### config.mk
export PLATFORM = sky130hd
export DESIGN_NAME = jogo_matriz_param
export DESIGN_NICKNAME = d
export VERILOG_FILES = /design/src/rtl/jogo_matriz_pkg.sv /design/src/rtl/jogo_matriz_param_rom.sv /design/src/rtl/jogo_matriz_param.sv
export SDC_FILE = /design/constraint.sdc
export NUM_CORES = 1
export LEC_CHECK = 0
export CAP_MARGIN = 15
export CORE_ASPECT_RATIO = 0.9
export CORE_MARGIN = 4
export CORE_UTILIZATION = 35
export DETAILED_ROUTE_END_ITERATION = 10
export MAX_ROUTING_LAYER = met4
export SLEW_MARGIN = 20
export SYNTH_ARGS = -nofsm -noshare
export SYNTH_HDL_FRONTEND = slang
export SYNTH_SLANG_ARGS = --single-unit
### constraint.sdc
create_clock -name clock -period 6.37 [get_ports clock]
set_clock_uncertainty 0.2 [all_clocks]
set_input_delay 1.274 -clock clock [delete_from_list [all_inputs] [get_ports clock]]
set_output_delay 1.274 -clock clock [all_outputs]
set_load 0.01 [all_outputs]
### src/rtl/jogo_matriz_pkg.sv
`default_nettype none
// ============================================================================
// Module  : jogo_matriz_pkg
// Brief   : Shared types, constants and the cross-toggle helper for the
//           lights-out matrix game.
// Revision: 1.0 - initial release
// ============================================================================
package jogo_matriz_pkg;

    localparam int c_nivel_w          = 3;
    localparam int c_def_n            = 8;
    localparam int c_def_num_niveis   = 4;
    localparam int c_def_max_jogadas  = 20;
    localparam int c_def_scan_div     = 1000;

    typedef enum logic [4:0] {
        INICIAL    = 5'd0,
        CARREGA    = 5'd1,
        JOGA       = 5'd2,
        AVALIA     = 5'd3,
        PROX_NIVEL = 5'd4,
        FIM_GANHOU = 5'd5,
        FIM_PERDEU = 5'd6
    } estado_t;

    // Row `linha` of the plus-shaped mask centred on (r,c); bits past the edge fall off.
    function automatic logic [7:0] cruz(input int linha, input int r, input int c);
        logic [7:0] col;
        col = 8'd1 << c;
        if (linha == r)
            cruz = col | (col << 1) | (col >> 1);
        else if ((linha == r - 1) || (linha == r + 1))
            cruz = col;
        else
            cruz = 8'd0;
    endfunction

endpackage
`default_nettype wire

### src/rtl/jogo_matriz_param_rom.sv
`default_nettype none
// ============================================================================
// Module  : niveis_rom
// Brief   : Combinational level ROM, one N-bit board row per {nivel, linha}.
// Revision: 1.0 - initial release
// ============================================================================
module niveis_rom
    import jogo_matriz_pkg::*;
#(
    parameter int N = c_def_n
) (
    input  logic [c_nivel_w-1:0] i_nivel,
    input  logic [2:0]           i_linha,
    output logic [N-1:0]         o_dados
);

    logic [7:0] w_padrao;

    // Every level is the footprint of one or two presses, so each is solvable.
    always_comb begin
        case (i_nivel)
            3'd0, 3'd4: w_padrao = cruz(int'(i_linha), 0, 0);
            3'd1, 3'd5: w_padrao = cruz(int'(i_linha), 1, 1);
            3'd2, 3'd6: w_padrao = cruz(int'(i_linha), N - 1, N - 1);
            default:    w_padrao = cruz(int'(i_linha), 0, N - 1) ^ cruz(int'(i_linha), N - 1, 0);
        endcase
        o_dados = w_padrao[N-1:0];
    end

endmodule
`default_nettype wire

### src/rtl/jogo_matriz_param.sv
`default_nettype none
// ============================================================================
// Module  : jogo_matriz_param
// Brief   : Lights-out style matrix game with level ROM and row-scanned display.
// Revision: 1.0 - initial release
// ============================================================================
module jogo_matriz_param
    import jogo_matriz_pkg::*;
#(
    parameter int N           = c_def_n,
    parameter int NUM_NIVEIS  = c_def_num_niveis,
    parameter int MAX_JOGADAS = c_def_max_jogadas,
    parameter int SCAN_DIV    = c_def_scan_div
) (
    input  logic         clock,
    input  logic         reset,
    input  logic         jogar,
    input  logic [N-1:0] botoes,
    input  logic         mover,
    output logic [N-1:0] colunas,
    output logic [N-1:0] linhas,
    output logic         ganhou,
    output logic         perdeu,
    output logic [4:0]   db_estado,
    output logic [2:0]   db_nivel,
    output logic [2:0]   db_cursor,
    output logic [7:0]   db_jogadas
);

    localparam int c_div_w = (SCAN_DIV > 1) ? $clog2(SCAN_DIV) : 1;

    estado_t                r_estado_q, w_estado_d;
    logic [N-1:0][N-1:0]    r_board_q, w_board_d;
    logic [c_nivel_w-1:0]   r_nivel_q, w_nivel_d;
    logic [2:0]             r_cursor_q, w_cursor_d;
    logic [2:0]             r_load_row_q, w_load_row_d;
    logic [2:0]             r_scan_row_q, w_scan_row_d;
    logic [7:0]             r_jogadas_q, w_jogadas_d;
    logic [c_div_w-1:0]     r_scan_div_q, w_scan_div_d;
    logic [15:0]            r_blink_q, w_blink_d;
    logic [N-1:0]           r_botoes_prev_q;
    logic                   r_mover_prev_q;
    logic [N-1:0]           r_colunas_q, w_colunas_d;
    logic [N-1:0]           r_linhas_q, w_linhas_d;
    logic                   r_ganhou_q, r_perdeu_q;

    logic [N-1:0]           w_edge_bot, w_rom_row;
    logic                   w_edge_mov, w_press_ok, w_scan_tick;
    logic [7:0]             w_mask;
    int                     w_col;

    niveis_rom #(.N(N)) u_rom (
        .i_nivel (r_nivel_q),
        .i_linha (r_load_row_q),
        .o_dados (w_rom_row)
    );

    always_comb begin
        w_edge_bot = botoes & ~r_botoes_prev_q;
        w_edge_mov = mover & ~r_mover_prev_q;
        w_press_ok = $onehot(w_edge_bot);
        w_col      = 0;
        for (int j = 0; j < N; j++)
            if (w_edge_bot[j]) w_col = j;
    end

    always_comb begin
        w_estado_d   = r_estado_q;
        w_board_d    = r_board_q;
        w_nivel_d    = r_nivel_q;
        w_cursor_d   = r_cursor_q;
        w_load_row_d = r_load_row_q;
        w_jogadas_d  = r_jogadas_q;
        w_mask       = 8'd0;
        case (r_estado_q)
            INICIAL: begin
                w_board_d = '0;
                if (jogar) begin
                    w_estado_d   = CARREGA;
                    w_nivel_d    = '0;
                    w_cursor_d   = 3'd0;
                    w_jogadas_d  = 8'd0;
                    w_load_row_d = 3'd0;
                end
            end
            CARREGA: begin
                for (int i = 0; i < N; i++)
                    if (i == int'(r_load_row_q)) w_board_d[i] = w_rom_row;
                if (int'(r_load_row_q) == N - 1) begin
                    w_load_row_d = 3'd0;
                    w_estado_d   = JOGA;
                end else begin
                    w_load_row_d = r_load_row_q + 3'd1;
                end
            end
            JOGA: begin
                // A column press wins; a simultaneous cursor move is simply lost.
                if (w_press_ok) begin
                    for (int i = 0; i < N; i++) begin
                        w_mask       = cruz(i, int'(r_cursor_q), w_col);
                        w_board_d[i] = r_board_q[i] ^ w_mask[N-1:0];
                    end
                    w_jogadas_d = (r_jogadas_q == 8'hFF) ? r_jogadas_q : r_jogadas_q + 8'd1;
                    w_estado_d  = AVALIA;
                end else if (w_edge_mov) begin
                    w_cursor_d = (int'(r_cursor_q) == N - 1) ? 3'd0 : r_cursor_q + 3'd1;
                end
            end
            AVALIA: begin
                if (r_board_q == '0)
                    w_estado_d = PROX_NIVEL;
                else if ((MAX_JOGADAS != 0) && (int'(r_jogadas_q) == MAX_JOGADAS))
                    w_estado_d = FIM_PERDEU;
                else
                    w_estado_d = JOGA;
            end
            PROX_NIVEL: begin
                if (int'(r_nivel_q) == NUM_NIVEIS - 1) begin
                    w_estado_d = FIM_GANHOU;
                end else begin
                    w_nivel_d    = r_nivel_q + 3'd1;
                    w_jogadas_d  = 8'd0;
                    w_cursor_d   = 3'd0;
                    w_load_row_d = 3'd0;
                    w_estado_d   = CARREGA;
                end
            end
            FIM_GANHOU, FIM_PERDEU: begin
                if (jogar) begin
                    w_estado_d   = CARREGA;
                    w_nivel_d    = '0;
                    w_cursor_d   = 3'd0;
                    w_jogadas_d  = 8'd0;
                    w_load_row_d = 3'd0;
                end
            end
            default: w_estado_d = INICIAL;
        endcase
    end

    always_comb begin
        w_scan_tick  = (r_scan_div_q == c_div_w'(SCAN_DIV - 1));
        w_scan_div_d = w_scan_tick ? '0 : r_scan_div_q + 1'b1;
        w_scan_row_d = r_scan_row_q;
        w_blink_d    = r_blink_q;
        if (w_scan_tick) begin
            w_scan_row_d = (int'(r_scan_row_q) == N - 1) ? 3'd0 : r_scan_row_q + 3'd1;
            w_blink_d    = r_blink_q + 16'd1;
        end
    end

    // Display registers are fed from next-state values so they line up with the scan row.
    always_comb begin
        w_linhas_d  = '0;
        w_colunas_d = '0;
        for (int i = 0; i < N; i++) begin
            if (i == int'(w_scan_row_d)) begin
                w_linhas_d[i] = 1'b1;
                w_colunas_d   = w_board_d[i];
            end
        end
        if ((w_estado_d == JOGA) && (w_scan_row_d == w_cursor_d)) begin
            for (int j = 0; j < N; j++)
                if (j == int'(w_cursor_d)) w_colunas_d[j] = w_colunas_d[j] ^ w_blink_d[15];
        end
    end

    always_ff @(posedge clock) begin
        if (reset) begin
            r_estado_q      <= INICIAL;
            r_board_q       <= '0;
            r_nivel_q       <= '0;
            r_cursor_q      <= 3'd0;
            r_load_row_q    <= 3'd0;
            r_scan_row_q    <= 3'd0;
            r_jogadas_q     <= 8'd0;
            r_scan_div_q    <= '0;
            r_blink_q       <= 16'd0;
            r_botoes_prev_q <= '0;
            r_mover_prev_q  <= 1'b0;
            r_colunas_q     <= '0;
            r_linhas_q      <= {{(N-1){1'b0}}, 1'b1};
            r_ganhou_q      <= 1'b0;
            r_perdeu_q      <= 1'b0;
        end else begin
            r_estado_q      <= w_estado_d;
            r_board_q       <= w_board_d;
            r_nivel_q       <= w_nivel_d;
            r_cursor_q      <= w_cursor_d;
            r_load_row_q    <= w_load_row_d;
            r_scan_row_q    <= w_scan_row_d;
            r_jogadas_q     <= w_jogadas_d;
            r_scan_div_q    <= w_scan_div_d;
            r_blink_q       <= w_blink_d;
            r_botoes_prev_q <= botoes;
            r_mover_prev_q  <= mover;
            r_colunas_q     <= w_colunas_d;
            r_linhas_q      <= w_linhas_d;
            r_ganhou_q      <= (w_estado_d == FIM_GANHOU);
            r_perdeu_q      <= (w_estado_d == FIM_PERDEU);
        end
    end

    assign colunas    = r_colunas_q;
    assign linhas     = r_linhas_q;
    assign ganhou     = r_ganhou_q;
    assign perdeu     = r_perdeu_q;
    assign db_estado  = r_estado_q;
    assign db_nivel   = r_nivel_q;
    assign db_cursor  = r_cursor_q;
    assign db_jogadas = r_jogadas_q;

endmodule
`default_nettype wire

==> results by group, run 1 <==
Status
  • Status: complete, no violations

Drt
  • Final antenna-violating net count: 0
  • WL final: 44300 microns
  • Via/cell ratio: 6.44
  • DRT Pass-1 Iters: 7
  • Vias: between 10000 and 15000
  • Iteration-0 DRC Markers: around 1600
  • DRC Markers: 0
  • Wire per inst: 25.1 microns

Power and ir drop
  • Final Total Pwr: 2.38 mW
  • PwrDens: 196 mW/mm^2
  • VDD IR-drop max: between 150 and 200 uV
  • P_leak: 4.49 nW

Synth
  • Post-synth top area share: 28.4%
  • Mapped Cells: approximately 1300
  • Sequential share of the synthesized area: 28.4%
  • Most area-hungry cell type in the Yosys netlist: dfxtp_1
  • Area contributors post-synth: dfxtp_1 28%, nor2_1 5.2%, nand2_1 4.0%, a21oi_1 3.7%, ha_1 3.6%
  • Top_reg_cell synth: dfxtp_1
  • EDFF count, synth: 0
  • Ys Warns: 0
  • Seq cells post-synth: around 140
  • Netlist cell types: 105
  • Ys async rst share: 0%
  • Avg Synthesized Cell Area: 7.75 sq um
  • Synthesized area: 0.0100 sq mm

STA
  • Slew Viols, Final: 0
  • Worst slew margin: 35.0%
  • Post-route setup TNS: 0 ns
  • Final Critical Period: 6.21 ns
  • Fmax: 0.161 GHz
  • Worst-Margin Slew: around 0.97 ns
  • Fin crit share: a little over nine tenths
  • Final setup vio count: 0
  • Final hold violations: 0

Finish
  • Share of layout cells above drive strength 1: between 10% and 20%
  • Post-route insts no fill: 1765
  • Sequential Area: 0.00284 sq mm
  • Most frequent cells in the layout: 142 x dfxtp_1, 137 x nor2_1, 116 x buf_4, 108 x nand2_1, 74 x a21oi_1
  • Final net count: 1437
  • Commonest non-fill, non-tap cell in the layout: dfxtp_1
  • Area Growth Syn to Fin: 21.6%
  • Multi-input gate area: 0.00676 sq mm
  • Layout Utilization: between 40% and 50%
  • Filler cells: about 2800

Floorplanning
  • I/O pin cnt: 49
  • Die H: 169 microns
  • Initial Util: 35.7%
  • Die area: approximately 0.031 sq mm
  • FP Rows: 58
  • Core ar.: 0.0281 sq mm
  • Die W: 186 microns

Clock tree
  • Clk slew on worst S/H paths: 0.06 ns
  • Post-CTS Hold Buffers: 0
  • CTS sink cnt: 142
  • Clock Latency Late Sink: 0.44 ns
  • CTS Buf Count: 17
  • H-tree depth: 4
  • Clock root buffer: clkbuf_16
  • CTS tree: yes
  • Deepest clock path buffer count: 2

Placed design
  • Port bufs: 48
  • Cells after DPL: 1727
  • GP Congestion: 1.07
  • Final HPWL DP: 33100 microns

Global routing
  • Gr ovfl total: 0
  • All-Layer GR Usage: 27.9%
  • Vias in the first global route: 10475
  • Initial antenna violation count: 1
  • Largest net degree at the start of global routing: 66
  • First-pass GRT wire length: 65900 microns

Setup path
  • CP Max Fanout: 8
  • R2r worst-path depth: 21
  • Arr. time, crit path: around 6.3 ns
  • Worst path max stage delay: around 0.49 ns
  • CP Cell Sequence: clkdlybuf4s50_1, nor2b_1, fa_1, inv_1, fa_1, fa_1, inv_1, ha_1, inv_1, fa_1, and4b_2, a31oi_2, buf_4, buf_4, o211a_1, a211oi_1, buf_4, a22oi_1, a21oi_1, a31oi_1, mux2_2
  • Reg-to-reg startpoint: r_botoes_prev_q[1]$_SDFF_PP0_
  • Worst reg2reg endpoint: colunas[2]$_SDFF_PP0_
  • Internal reg-to-reg setup slack: around 1.1 ns
  • CP Data Required Time: roughly 6.5 ns
  • CP top delay family: adder cells
  • Worst Path Buf+Inv: 7
  • Critical Path End Type: register
  • CP max-delay cell: fa_1
  • CP Class: in -> reg
  • Cell mode on critical path: fa_1
  • Critical Path Source Type: input port

Job
  • Max Cap Violations: 0

Min path
  • Hold Path Origin: r_scan_div_q[0]$_SDFF_PP0_
  • Hold WC Path Type: reg -> reg
  • Hold Path Sink: r_scan_div_q[0]$_SDFF_PP0_
  • Hold Path Depth: 1
==> through the flow <==
stage	cell area [sq um]	worst slack (ns)	hold slack, ns
floorplan	10000	0.260	0.213
global placement	11400	-0.360	0.229
detailed placement	11400	-0.392	0.247
CTS	12000	0.0705	0.257
global route	12200	-0.0138	0.267
finish	12200	0.163	0.252
==> cell families after synthesis <==
family	synth area share, %
mux	2.00
fa+ha+maj	4.42
compound gates	27.7
simple gates	29.2
xor+xnor	2.96
flops	28.4
other cells	0.0374
buf+inv	5.28
==> Yosys cell counts (all sizes together) (29+ instances only) <==
cell,count
buf,39
nand2,109
dfxtp,142
nor2,141
clkbuf,48
a21oi,75
o21ai,51
and2,32
a31oi,33
nand3,52
inv,37
ha,29
nor4,37
nor3,42
==> where the power goes <==
part,total [mW],internal [mW],switching (mW)
combinational,0.408,0.144,0.263
clock,1.08,0.641,0.435
sequential,0.900,0.894,0.00598
==> worst reg2reg max path, stage by stage (launching register included) <==
cell and delay [ns]:
dfxtp_1 0.31, nand2b_1 0.12, inv_1 0.07, fa_1 0.50, inv_1 0.05, fa_1 0.49
fa_1 0.40, inv_1 0.07, ha_1 0.16, inv_1 0.05, fa_1 0.50, and4b_2 0.31
a31o_4 0.16, buf_4 0.18, nand2_1 0.10, buf_4 0.20, buf_4 0.15, nor4_1 0.33
nor3_2 0.12, a32oi_1 0.32, a311oi_1 0.15, a41o_1 0.23
==> metal layers <==
metal | wire (microns) | vias to the layer above | global-route usage [%]
met4 | 2680 | 0 | 14.1
met3 | 5070 | 180 | 6.95
met2 | 18100 | 739 | 40.2
met5 | 0 | - | -
li1 | - | 5084 | -
met1 | 18500 | 5369 | 36.5
==> timing repair <==
| action | in CTS | in global routing |
|---|---|---|
| endpoints found under the hold margin | 0 | 0 |
| setup buffers | 0 | 5 |
| gates resized for setup | 0 | 25 |
| endpoints found under the setup margin | 0 | 8 |
==> state kept, by name (all words and copies together), names as in the netlist, 3 cells and up <==
register	cells
colunas	8
db_cursor	3
db_estado	5
db_jogadas	8
db_nivel	3
linhas	8
r_blink_q	16
r_board_q	64
r_botoes_prev_q	8
r_load_row_q	3
r_scan_div_q	10
r_scan_row_q	3
==> worst max-delay path by stage <==
stage	slack [ns]	depth (start not counted)	endpoint	from
2_1_floorplan	0.26	20	colunas[3]$_SDFF_PP0_	botoes[3]
3_3_place_gp	-0.36	23	colunas[7]$_SDFF_PP0_	botoes[3]
3_5_place_dp	-0.39	23	colunas[7]$_SDFF_PP0_	botoes[3]
4_1_cts	0.07	23	colunas[7]$_SDFF_PP0_	botoes[3]
5_1_grt	-0.01	21	colunas[1]$_SDFF_PP0_	botoes[0]
6_report	0.16	21	colunas[3]$_SDFF_PP0_	botoes[0]
==> layout make-up <==
type | instances | area share, %
Clock buffer | 20 | 3.75
Timing Repair Buffer | 165 | 11.3
Sequential cell | 142 | 23.3
Tap cell | 360 | 3.70
Inverter | 38 | 1.17
Multi-Input combinational cell | 1028 | 55.5
Clock inverter | 11 | 1.28
Antenna cell | 1 | 0.0205
Note: power is estimated with default switching activity, not from simulation.
==> run 2: changes to the inputs <==
--- a/config.mk
+++ b/config.mk
@@ -11,6 +11,7 @@
 export CORE_UTILIZATION = 35
 export DETAILED_ROUTE_END_ITERATION = 10
 export MAX_ROUTING_LAYER = met4
+export REMOVE_ABC_BUFFERS = 1
 export SLEW_MARGIN = 20
 export SYNTH_ARGS = -nofsm -noshare
 export SYNTH_HDL_FRONTEND = slang
==> constraint.sdc (replaced) <==
create_clock -name clock -period 6.7 [get_ports clock]
set_clock_uncertainty 0.2 [all_clocks]
set_input_delay 1.34 -clock clock [delete_from_list [all_inputs] [get_ports clock]]
set_output_delay 1.34 -clock clock [all_outputs]
set_load 0.01 [all_outputs]
==> run 2 against run 1 <==
  * Power shrank 7.0%
  * Routed wire length shrank 2.3%
  * Non-clock buffer count shrank 25
  * Critical endpoint is now colunas[7]$_SDFF_PP0_
==> results by group, run 2 (synthesis results as in run 1) <==
Clock tree
  • CTS sink cnt: 142
  • Post-CTS Setup Bufs: 0
  • H-tree depth: 4
  • Clock root buffer: clkbuf_16
  • Clk slew on worst S/H paths: ~0.070 ns
  • CTS Buf Count: 17
  • Post-CTS Resized: 0
  • CTS tree: yes
  • Post-CTS Hold Buffers: 0
  • Clock Latency Late Sink: between 0.4 and 0.5 ns
  • Deepest clock path buffer count: 2

Setup path
  • CP Class: in -> reg
  • Critical Path End Type: register
  • CP Data Required Time: 6.79 ns
  • CP Max Fanout: 8
  • Critical Path Source Type: input port
  • Arr. time, crit path: roughly 6.5 ns

STA
  • Slew Viols, Final: 0
  • Post-route setup TNS: 0 ns
  • Final worst setup slack: 0.275 ns
  • Final Critical Period: approximately 6.4 ns
  • Fmax: about 0.16 GHz
  • RSZ-0062 raised after global routing: no
  • Final hold violations: 0
  • Worst slew margin: 28.9%
  • Worst-Margin Slew: 1.06 ns
  • Fin crit share: 95.9%
  • Final setup vio count: 0
  • Hold_ws: 0.246 ns

Global routing
  • First-pass GRT wire length: approximately 65000 microns
  • Largest net degree at the start of global routing: 85
  • Initial antenna violation count: 0
  • Gr ovfl total: 0
  • All-Layer GR Usage: 27.4%
  • Vias in the first global route: 10227

Power and ir drop
  • P_leak: 4.36 nW
  • Final Total Pwr: ~2.2 mW
  • PwrDens: 186 mW/mm^2
  • VDD IR-drop max: between 150 and 200 uV

Floorplanning
  • I/O pin cnt: 49
  • Core ar.: approximately 0.028 sq mm
  • Die H: ~170 microns
  • Die area: 0.0314 sq mm
  • FP Rows: slightly below 60
  • Die W: around 190 microns
  • Initial Util: 35.7%

Placed design
  • GP Congestion: between 1 and 1.5
  • Port bufs: 48
  • Pre-CTS setup slack: -0.201 ns
  • Final HPWL DP: approximately 32000 microns
  • Placed inst area: between 0.01 and 0.015 sq mm
  • Cells after DPL: 1707

Drt
  • Vias: 11191
  • DRT Pass-1 Iters: 9
  • Iteration-0 DRC Markers: 1769
  • Via/cell ratio: 6.44
  • Final antenna-violating net count: 0
  • DRC Markers: 0
  • Wire per inst: around 25 microns
  • WL final: 43300 microns

Finish
  • Commonest non-fill, non-tap cell in the layout: dfxtp_1
  • Most frequent cells in the layout: 142 x dfxtp_1, 139 x nor2_1, 108 x nand2_1, 92 x buf_4, 75 x a21oi_1
  • Largest register FFs: 64
  • Filler cells: roughly 2700
  • Share of layout cells above drive strength 1: 13.2%
  • Final net count: 1411
  • Post-route cell area: around 0.012 sq mm
  • Ant. Diodes: 0
  • Layout Utilization: between 40% and 50%
  • Post-route insts no fill: 1739
  • Area Growth Syn to Fin: 18.8%
  • Largest registers: r_board_q: 64 flops, r_blink_q: 16 flops, r_scan_div_q: 10 flops
  • Largest Register: r_board_q

Min path
  • Hold WC Path Type: reg -> reg

Status
  • Status: complete, no violations

Job
  • Max Cap Violations: 0
-- run 2: changes by cell type in the layout (fill, tap and decap cells not counted), sizes merged --
| cell | delta |
|---|---|
| inv | +2 |
| clkbuf | -3 |
| clkinvlp | +2 |
| buf | -25 |
| bufinv | -1 |
| clkinv | +1 |
| a31oi | -1 |
| diode | -1 |
-- run 2: area by class of cell --
| class | count | area (sq um) | share of cell area (%) |
|---|---|---|---|
| clock inverters | 15 | 178 | 1.49 |
| well taps | 360 | 450 | 3.78 |
| repair buffers | 140 | 1180 | 9.92 |
| multi-input cells | 1027 | 6690 | 56.2 |
| flip-flops and latches | 142 | 2840 | 23.9 |
| clock buffers | 17 | 425 | 3.57 |
| inverters | 38 | 143 | 1.20 |
-- run 2: critical path: stages --
cell             delay [ns]
clkdlybuf4s50_1        0.43
nand2b_2               0.09
clkinv_1               0.10
fa_1                   0.53
inv_1                  0.05
fa_1                   0.49
fa_1                   0.40
inv_1                  0.07
ha_1                   0.16
inv_1                  0.06
fa_1                   0.38
nor3b_1                0.21
buf_4                  0.15
a31o_2                 0.23
buf_4                  0.19
o211a_1                0.23
o21ai_0                0.10
a221oi_1               0.44
a221oi_1               0.15
a211oi_1               0.35
buf_4                  0.19
xnor2_1                0.13
nor2_1                 0.06
-- run 2: path summary, 6_finish.rpt --
kind | to | depth (start not counted) | startpoint | slack [ns]
worst max-delay path | colunas[7]$_SDFF_PP0_ | 23 | botoes[3] | 0.28
worst min-delay path | r_scan_div_q[0]$_SDFF_PP0_ | 1 | r_scan_div_q[0]$_SDFF_PP0_ | 0.25
worst max register to register | colunas[7]$_SDFF_PP0_ | 22 | r_botoes_prev_q[3]$_SDFF_PP0_ | 1.25
worst min register to register | r_scan_div_q[0]$_SDFF_PP0_ | 1 | r_scan_div_q[0]$_SDFF_PP0_ | 0.25
-- run 2: power breakdown --
part / switching (mW) / internal (mW) / total, mW
clock: 0.448 / 0.561 / 1.01
combinational: 0.243 / 0.110 / 0.353
sequential: 0.00562 / 0.850 / 0.856
total: 0.696 / 1.52 / 2.22
-- run 2: metal layers --
| metal | share of wire (%) | GRT usage (%) | routed length, microns |
|---|---|---|---|
| met1 | 42 | 37.2 | 18100 |
| met2 | 41 | 38.9 | 17700 |
| met3 | 12 | 6.08 | 5190 |
| met4 | 5.5 | 12.6 | 2390 |
| met5 | 0 | - | 0 |
